File: config.mk
export PLATFORM = sky130hd
export DESIGN_NAME = wb_regfile
export DESIGN_NICKNAME = d
export VERILOG_FILES = /design/src/rtl/wb_regfile_pkg.sv /design/src/rtl/wb_regfile_core.sv /design/src/rtl/wb_regfile.sv
export SDC_FILE = /design/constraint.sdc
export NUM_CORES = 2
export LEC_CHECK = 0
export CORE_MARGIN = 3
export CORE_UTILIZATION = 42
export CTS_CLUSTER_SIZE = 24
export DETAILED_ROUTE_END_ITERATION = 6
export GPL_TIMING_DRIVEN = 0
export PLACE_DENSITY = 0.64
export SKIP_LAST_GASP = 1
export SLEW_MARGIN = 20
export SYNTH_ARGS = -nofsm -noshare
export SYNTH_HDL_FRONTEND = slang
export SYNTH_HIERARCHICAL = 1
export SYNTH_SLANG_ARGS = --single-unit
File: constraint.sdc
create_clock -name clk -period 3.4 [get_ports clk]
set_input_delay 0.68 -clock clk [delete_from_list [all_inputs] [get_ports clk]]
set_output_delay 0.68 -clock clk [all_outputs]
set_load 0.05 [all_outputs]
File: src/rtl/wb_regfile_pkg.sv
// Shared constants for the write-back stage and the general register file.
// Mirrors the RegNum / RegAddrBus / enable definitions used across the pipeline.
package wb_regfile_pkg;

  localparam int REG_BUS_W      = 32;
  localparam int REG_ADDR_BUS_W = 5;
  localparam int REG_NUM        = 32;
  localparam int REG_NUM_LOG2   = 5;

  localparam logic [REG_ADDR_BUS_W-1:0] NOP_REG_ADDR = 5'b00000;
  localparam logic [REG_BUS_W-1:0]      ZERO_WORD    = 32'h0000_0000;

  localparam logic RST_ENABLE    = 1'b1;
  localparam logic READ_ENABLE   = 1'b1;
  localparam logic READ_DISABLE  = 1'b0;
  localparam logic WRITE_ENABLE  = 1'b1;
  localparam logic WRITE_DISABLE = 1'b0;

endpackage

File: src/rtl/wb_regfile_core.sv
// 32x32 register array with one write port and two combinational read ports.
// Define REGFILE_BYPASS_EN to forward the in-flight write to the read ports.
module wb_regfile_core
  import wb_regfile_pkg::*;
#(
  parameter int DATA_W   = REG_BUS_W,
  parameter int ADDR_W   = REG_NUM_LOG2,
  parameter int NUM_REGS = REG_NUM
) (
  input  logic              clk,
  input  logic              rst,
  input  logic              we_i,
  input  logic [ADDR_W-1:0] waddr_i,
  input  logic [DATA_W-1:0] wdata_i,
  input  logic              re1_i,
  input  logic [ADDR_W-1:0] raddr1_i,
  output logic [DATA_W-1:0] rdata1_o,
  input  logic              re2_i,
  input  logic [ADDR_W-1:0] raddr2_i,
  output logic [DATA_W-1:0] rdata2_o
);

  logic [DATA_W-1:0] regs_q [NUM_REGS];
  logic              hit1;
  logic              hit2;

  // NOTE: the array is reset because software expects every register to read
  // zero after reset; r0 is never written, so it stays zero without a special case.
  always_ff @(posedge clk) begin
    if (rst == RST_ENABLE) begin
      for (int i = 0; i < NUM_REGS; i++) regs_q[i] <= ZERO_WORD;
    end else if (we_i == WRITE_ENABLE && waddr_i != NOP_REG_ADDR) begin
      regs_q[waddr_i] <= wdata_i;
    end
  end

`ifdef REGFILE_BYPASS_EN
  // r0 never hits: the zero-address rule below overrides the forward.
  assign hit1 = (we_i == WRITE_ENABLE) && (waddr_i == raddr1_i);
  assign hit2 = (we_i == WRITE_ENABLE) && (waddr_i == raddr2_i);
`else
  assign hit1 = 1'b0;
  assign hit2 = 1'b0;
`endif

  // NOTE: each output is assigned a default first so no path leaves it unassigned
  // (which would infer a latch); later assignments take priority.
  always_comb begin
    rdata1_o = regs_q[raddr1_i];
    if (hit1) rdata1_o = wdata_i;
    if (rst == RST_ENABLE || re1_i == READ_DISABLE || raddr1_i == NOP_REG_ADDR)
      rdata1_o = ZERO_WORD;
  end

  always_comb begin
    rdata2_o = regs_q[raddr2_i];
    if (hit2) rdata2_o = wdata_i;
    if (rst == RST_ENABLE || re2_i == READ_DISABLE || raddr2_i == NOP_REG_ADDR)
      rdata2_o = ZERO_WORD;
  end

endmodule

File: src/rtl/wb_regfile.sv
// MEM/WB pipeline register feeding the general register file.
// Define REGFILE_BYPASS_EN to make a result readable one cycle earlier (at N+1).
module wb_regfile
  import wb_regfile_pkg::*;
#(
  parameter int DATA_W   = REG_BUS_W,
  parameter int ADDR_W   = REG_NUM_LOG2,
  parameter int NUM_REGS = REG_NUM
) (
  input  logic              clk,
  input  logic              rst,
  input  logic              stall,
  input  logic              flush,
  input  logic [DATA_W-1:0] wdata_i,
  input  logic [ADDR_W-1:0] wd_i,
  input  logic              wreg_i,
  input  logic              re1,
  input  logic [ADDR_W-1:0] raddr1,
  output logic [DATA_W-1:0] rdata1,
  input  logic              re2,
  input  logic [ADDR_W-1:0] raddr2,
  output logic [DATA_W-1:0] rdata2,
  output logic [DATA_W-1:0] wb_wdata_o,
  output logic [ADDR_W-1:0] wb_wd_o,
  output logic              wb_wreg_o
);

  logic [DATA_W-1:0] wb_wdata_q, wb_wdata_d;
  logic [ADDR_W-1:0] wb_wd_q,    wb_wd_d;
  logic              wb_wreg_q,  wb_wreg_d;

  // Flush outranks stall so a killed instruction can never be held in WB.
  always_comb begin
    wb_wdata_d = wb_wdata_q;
    wb_wd_d    = wb_wd_q;
    wb_wreg_d  = wb_wreg_q;
    if (flush) begin
      wb_wdata_d = ZERO_WORD;
      wb_wd_d    = NOP_REG_ADDR;
      wb_wreg_d  = WRITE_DISABLE;
    end else if (!stall) begin
      wb_wdata_d = wdata_i;
      wb_wd_d    = wd_i;
      wb_wreg_d  = wreg_i;
    end
  end

  // NOTE: sequential state uses non-blocking assignments so every register
  // samples pre-edge values regardless of process ordering.
  always_ff @(posedge clk) begin
    if (rst == RST_ENABLE) begin
      wb_wdata_q <= ZERO_WORD;
      wb_wd_q    <= NOP_REG_ADDR;
      wb_wreg_q  <= WRITE_DISABLE;
    end else begin
      wb_wdata_q <= wb_wdata_d;
      wb_wd_q    <= wb_wd_d;
      wb_wreg_q  <= wb_wreg_d;
    end
  end

  // Gated so the hazard unit sees zeros for the whole reset cycle, not just after the edge.
  assign wb_wdata_o = (rst == RST_ENABLE) ? ZERO_WORD     : wb_wdata_q;
  assign wb_wd_o    = (rst == RST_ENABLE) ? NOP_REG_ADDR  : wb_wd_q;
  assign wb_wreg_o  = (rst == RST_ENABLE) ? WRITE_DISABLE : wb_wreg_q;

  wb_regfile_core #(
    .DATA_W   (DATA_W),
    .ADDR_W   (ADDR_W),
    .NUM_REGS (NUM_REGS)
  ) u_core (
    .clk      (clk),
    .rst      (rst),
    .we_i     (wb_wreg_q),
    .waddr_i  (wb_wd_q),
    .wdata_i  (wb_wdata_q),
    .re1_i    (re1),
    .raddr1_i (raddr1),
    .rdata1_o (rdata1),
    .re2_i    (re2),
    .raddr2_i (raddr2),
    .rdata2_o (rdata2)
  );

endmodule

Word-level counts from Yosys, hierarchy flattened
Memory sizes are Yosys's and may differ from the RTL's. Index checks and enable logic that the tools add are counted. Widths: inputs -> output; s select.

Bitwise operators: 2. Mux-type cells: 13. Reduce and logical (&&, ||, !) cells: 10.

Operators by type and width (count): $mux 32 (4); $reduce_or 32->1 (1); $logic_not 5->1 (2); $mux 5 (2); $mux 1 (7); $reduce_bool 5->1 (1); $logic_or 1x1->1 (4); $not 1->1 (2); $reduce_or 2->1 (1); $logic_and 1x1->1 (1).

Memories kept: 1. Bits in registers: 38. Memory bits (writable): 1024. Output and inout port bits: 102. Logic and storage cells: 29. Input port bits: 54.

Memory list: u_core.regs_q (depth 32, width 32, read ports 2, clocked after Yosys merged registers in 0, write ports 32, line wb_regfile_core.sv:23) `logic [DATA_W-1:0] regs_q [NUM_REGS];`.

Logic depth before layout (Yosys ltp)
Depth after elaboration: 7. Gate-level depth with buffers: 9. Depth with buffers taken out: 4.

Hierarchy
Netlist, hierarchy kept.

By module, submodules not included: wb_regfile_core (seq. area each 30749.5 sq um, cells each 3633, area an instance 54637.4 sq um, times used 1); wb_regfile (seq. area each 760.7 sq um, cells each 165, area an instance 1622.8 sq um, times used 1).

Worst setup path after synthesis
Ideal clock, no wire load.

Path type: input to output. From: input raddr1[0]. To: output rdata1[16]. Stages on the path: 8. Data arrival time: 3.371 ns. Path buffers: 5. Required time: 2.720 ns. Slack: -0.651 ns. Path through: buf_6 > buf_8 > buf_8 > buf_6 > nor3_1 > a211o_1 > buf_2 > nor4_1.

Cells in the longest elaborated chain, start to end: 3. Elaborated cells between the ends (all ways): 4. Those cells by class: 1 x mux; 2 x reduce/logical; 1 x memory.

Ends and longest elaborated chain: start, declared (line wb_regfile.sv:18) `input logic [ADDR_W-1:0] raddr1,`; parallel branches: the longest is 2 deep, another holds $mem_v2 32x32; $mux 32 (*) (line wb_regfile_core.sv:51) `if (rst == RST_ENABLE || re1_i == READ_DISABLE || raddr1_i == NOP_REG_ADDR)`; end, declared (line wb_regfile.sv:19) `output logic [DATA_W-1:0] rdata1,`.

Mark *: on every way between the ends.

Worst setup path in the final report
From: input raddr1[3]. To: output rdata1[31].

The elaborated chain is that of the path after synthesis.

==> impl_metrics.tcl <==
set metrics [dict create \
    slowest_stage "a2111oi_4" \
    placed_area_um2 60500 \
    crit_type "in -> out" \
    die_area_um2 138000 \
    synth_area_leaders "edfxtp_1 55%, mux4_2 17%, and2_1 11%" \
    core.rowCount 133 \
    path_cells "buf_4 > buf_6 > buf_2 > nor2_1 > a2111oi_4 > buf_6" \
    drc_errors 0 \
    dieHeight_um 372 \
    gp_congestion 0.969 \
    h-tree-depth 3 \
    violations "negative setup slack" \
    cts_root_buf "clkbuf_16" \
    ys_ff_latch 1062 \
    fillers 10700 \
    syn_avg_cell_area_um2 14.8 \
    ys_seq_area_share_pct 56.0 \
    fin_crit_ns 3.69 \
    critical-path-max-stage-delay_ns 0.79 \
    outcome "finished with violations" \
    r2r_slack_ns -0.02 \
    grtUsageMet2_pct 47.9 \
    start_kind "input pin" \
    ff2ff_path_depth 3 \
    crit_top_cell "buf_6" \
    max_freq_mhz 271 \
    cp_max_fo 10 \
    start_util_pct 42.5 \
    reg2reg_from "wb_wd_q[1]" \
    use_met3_pct 12.4 \
    clockBufferDepth 3 \
    final_core_util_pct 52.5 \
    peakVddDrop_uv 437 \
    register_area_um2 31500 \
    syn2layout_area_growth_pct 23.5 \
    synthTopCellsByCount "1024 x edfxtp_1, 995 x and2_1, 419 x mux4_2" \
    cts_sinks 1062 \
    layout_setup_ws_ns -0.288 \
    final_hold_viol_count 0 \
    die_w_um 372 \
    drt_pass1_iterations 6 \
    gr-usage-met1_pct 42.6 \
    port_buffers 148 \
    worst_slew_pin_slew_ns 1.21 \
    powerDensity_nw_per_um2 463 \
    max_slew_margin_pct 19.6 \
    synthCells 3798 \
    min_path_type "in -> reg" \
    p_leak_uw 0.0250 \
    cts_buffers 118 \
    syn_area_um2 56300 \
    antenna_found_initial 3 \
    async_flop_share_pct 0 \
    ant_nets 0 \
    track_usage_pct 33.3 \
    grt-ovfl-total 0 \
    dp_hpwl_um 157000 \
    clk_pin_slew_ns 0.06 \
    yosysTopAreaCell "edfxtp_1" \
    r2r-end "u_core/regs_q[3][22]" \
    clock_latency_ns 0.73 \
    synth_top_cell_area_share_pct 54.7 \
    worstPathRequired_ns 2.72 \
    setup_viol_count_final 77 \
    core_area_um2 132000 \
    grt_max_degree 33 \
    multi_input_area_um2 25500 \
    drive_above_1_share_pct 30.8 \
    slew_viol_final 0 \
    drtIter0Drc 6674 \
    cts_tree "done" \
    avgRoutedWirePerCell_um 38.8 \
    grt_pass1_wl_um 314000 \
    busiest_layer "met2" \
    drt_wl_total_um 236000 \
    ys.flop_type "edfxtp_1" \
    grt_pass1_vias 38900 \
    synthMostInstantiatedCell "edfxtp_1" \
    worstPathArrival_ns 3.01 \
    ys.warnings.count 6 \
    final_area_um2 69500 \
    synthDistinctLibCells 47 \
    grt_setup_unrepaired "true" \
    nets 4265 \
    via_count 40000 \
    worstSetupEndpoint "rdata1[31]" \
    synth_edf_count 1024 \
    finClkSkew_ns 0.0290 \
    viasPerCell 6.59 \
    setup.worst_path.end_class "output port" \
    cap_violations 0 \
    startpoint "raddr1[3]" \
    finalCritPeriodShare_pct 108 \
    top_level_ports 156 \
]
[what timing repair did]
action                                  4_1_cts  5_1_grt
hold buffers                                  0        0
buffers inserted                             56       48
endpoints found under the setup margin      388       63
gates resized for setup                    1198      129
cloned                                        7        5
endpoints found under the hold margin         0        0
pin swaps                                    80       70
[placed cells by master (no fill, tap or decap), drive strengths merged, types with 33 or more instances in the layout]
cell           Yosys  routed
edfxtp          1024    1024
dfxtp             38      38
mux4             419     419
clkdlybuf4s50      0      78
a211oi            43      43
mux2i            254     254
or2               33      33
o22ai             42      42
mux2              73      73
nor2b             66      66
buf              139     323
a2111oi           43      43
nor2              77      77
a22o              42      42
clkbuf           266     428
nand2             51      51
and2             995     995
clkinv             1      45
[cell type report]
class                   count  share of cell area, %
plain buffers             398                   5.28
well taps                1755                   3.16
inverters                   4                 0.0234
multi-input cells        2358                   36.7
repair buffers            269                   4.05
diodes                      4                 0.0144
flip-flops and latches   1062                   45.4
clock inverters            55                  0.623
clock buffers             164                   4.78
[metal layers]
| metal | part of all wire (%) | wire [µm] | vias up |
|---|---|---|---|
| li1 | - | - | 15400 |
| met4 | 7.7 | 18100 | 2 |
| met2 | 42 | 99400 | 3709 |
| met1 | 34 | 80900 | 20200 |
| met3 | 16 | 36900 | 757 |
| met5 | 0.058 | 136 | - |
[state kept, by name (all words and copies together), names as in the netlist]
register       flops
wb_wd_q            5
u_core/regs_q   1024
wb_wreg_q          1
wb_wdata_q        32
[worst max-delay path: cells and delay by family]
| kind | cells | cell delay (ns) |
|---|---|---|
| AND/OR/NAND/NOR | 1 | 0.35 |
| AO/OA/AOI/OAI | 1 | 0.79 |
| buffers and inverters | 4 | 1.16 |
[cell families after synthesis]
logic type / Yosys count / synth area share, %
DFF: 1062 / 56.0
buffers and inverters: 409 / 3.47
AOI/OAI and AO/OA: 301 / 4.11
muxes: 746 / 22.8
other: 1 / 0.00667
and+or+nand+nor: 1279 / 13.6
[through the flow]
stage               hold slack, ns  instances   TNS, ns  power [µW]  setup slack (ns)
floorplan                    0.516       3829     -4.03       17200            -0.307
global placement             0.590       5732  -1356.65       18800             -3.86
CTS                          0.346       6014     -1.97       31900            -0.127
finish                       0.402       6069     -4.38       32200            -0.288
detailed placement           0.602       5739  -1136.05       18800             -3.13
global route                 0.401       6066     -3.08       32800            -0.169
[report_power, final]
| group | switching [µW] | internal, µW |
|---|---|---|
| combinational | 2760 | 1780 |
| sequential | 289 | 14700 |
| clock | 5380 | 7220 |
[worst min-delay path by stage]
stage                             start            end  cells after the start  slack [ns]
after floorplan               wb_wreg_q      wb_wreg_q                      2        0.52
after global placement    wb_wdata_q[3]  wb_wdata_q[3]                      2        0.59
after detailed placement  wb_wdata_q[3]  wb_wdata_q[3]                      2        0.60
after CTS                         stall     wb_wd_q[4]                      3        0.35
after global routing              stall     wb_wd_q[0]                      3        0.40
final                             stall     wb_wd_q[4]                      3        0.40
Power figures use the tool's default switching activity.
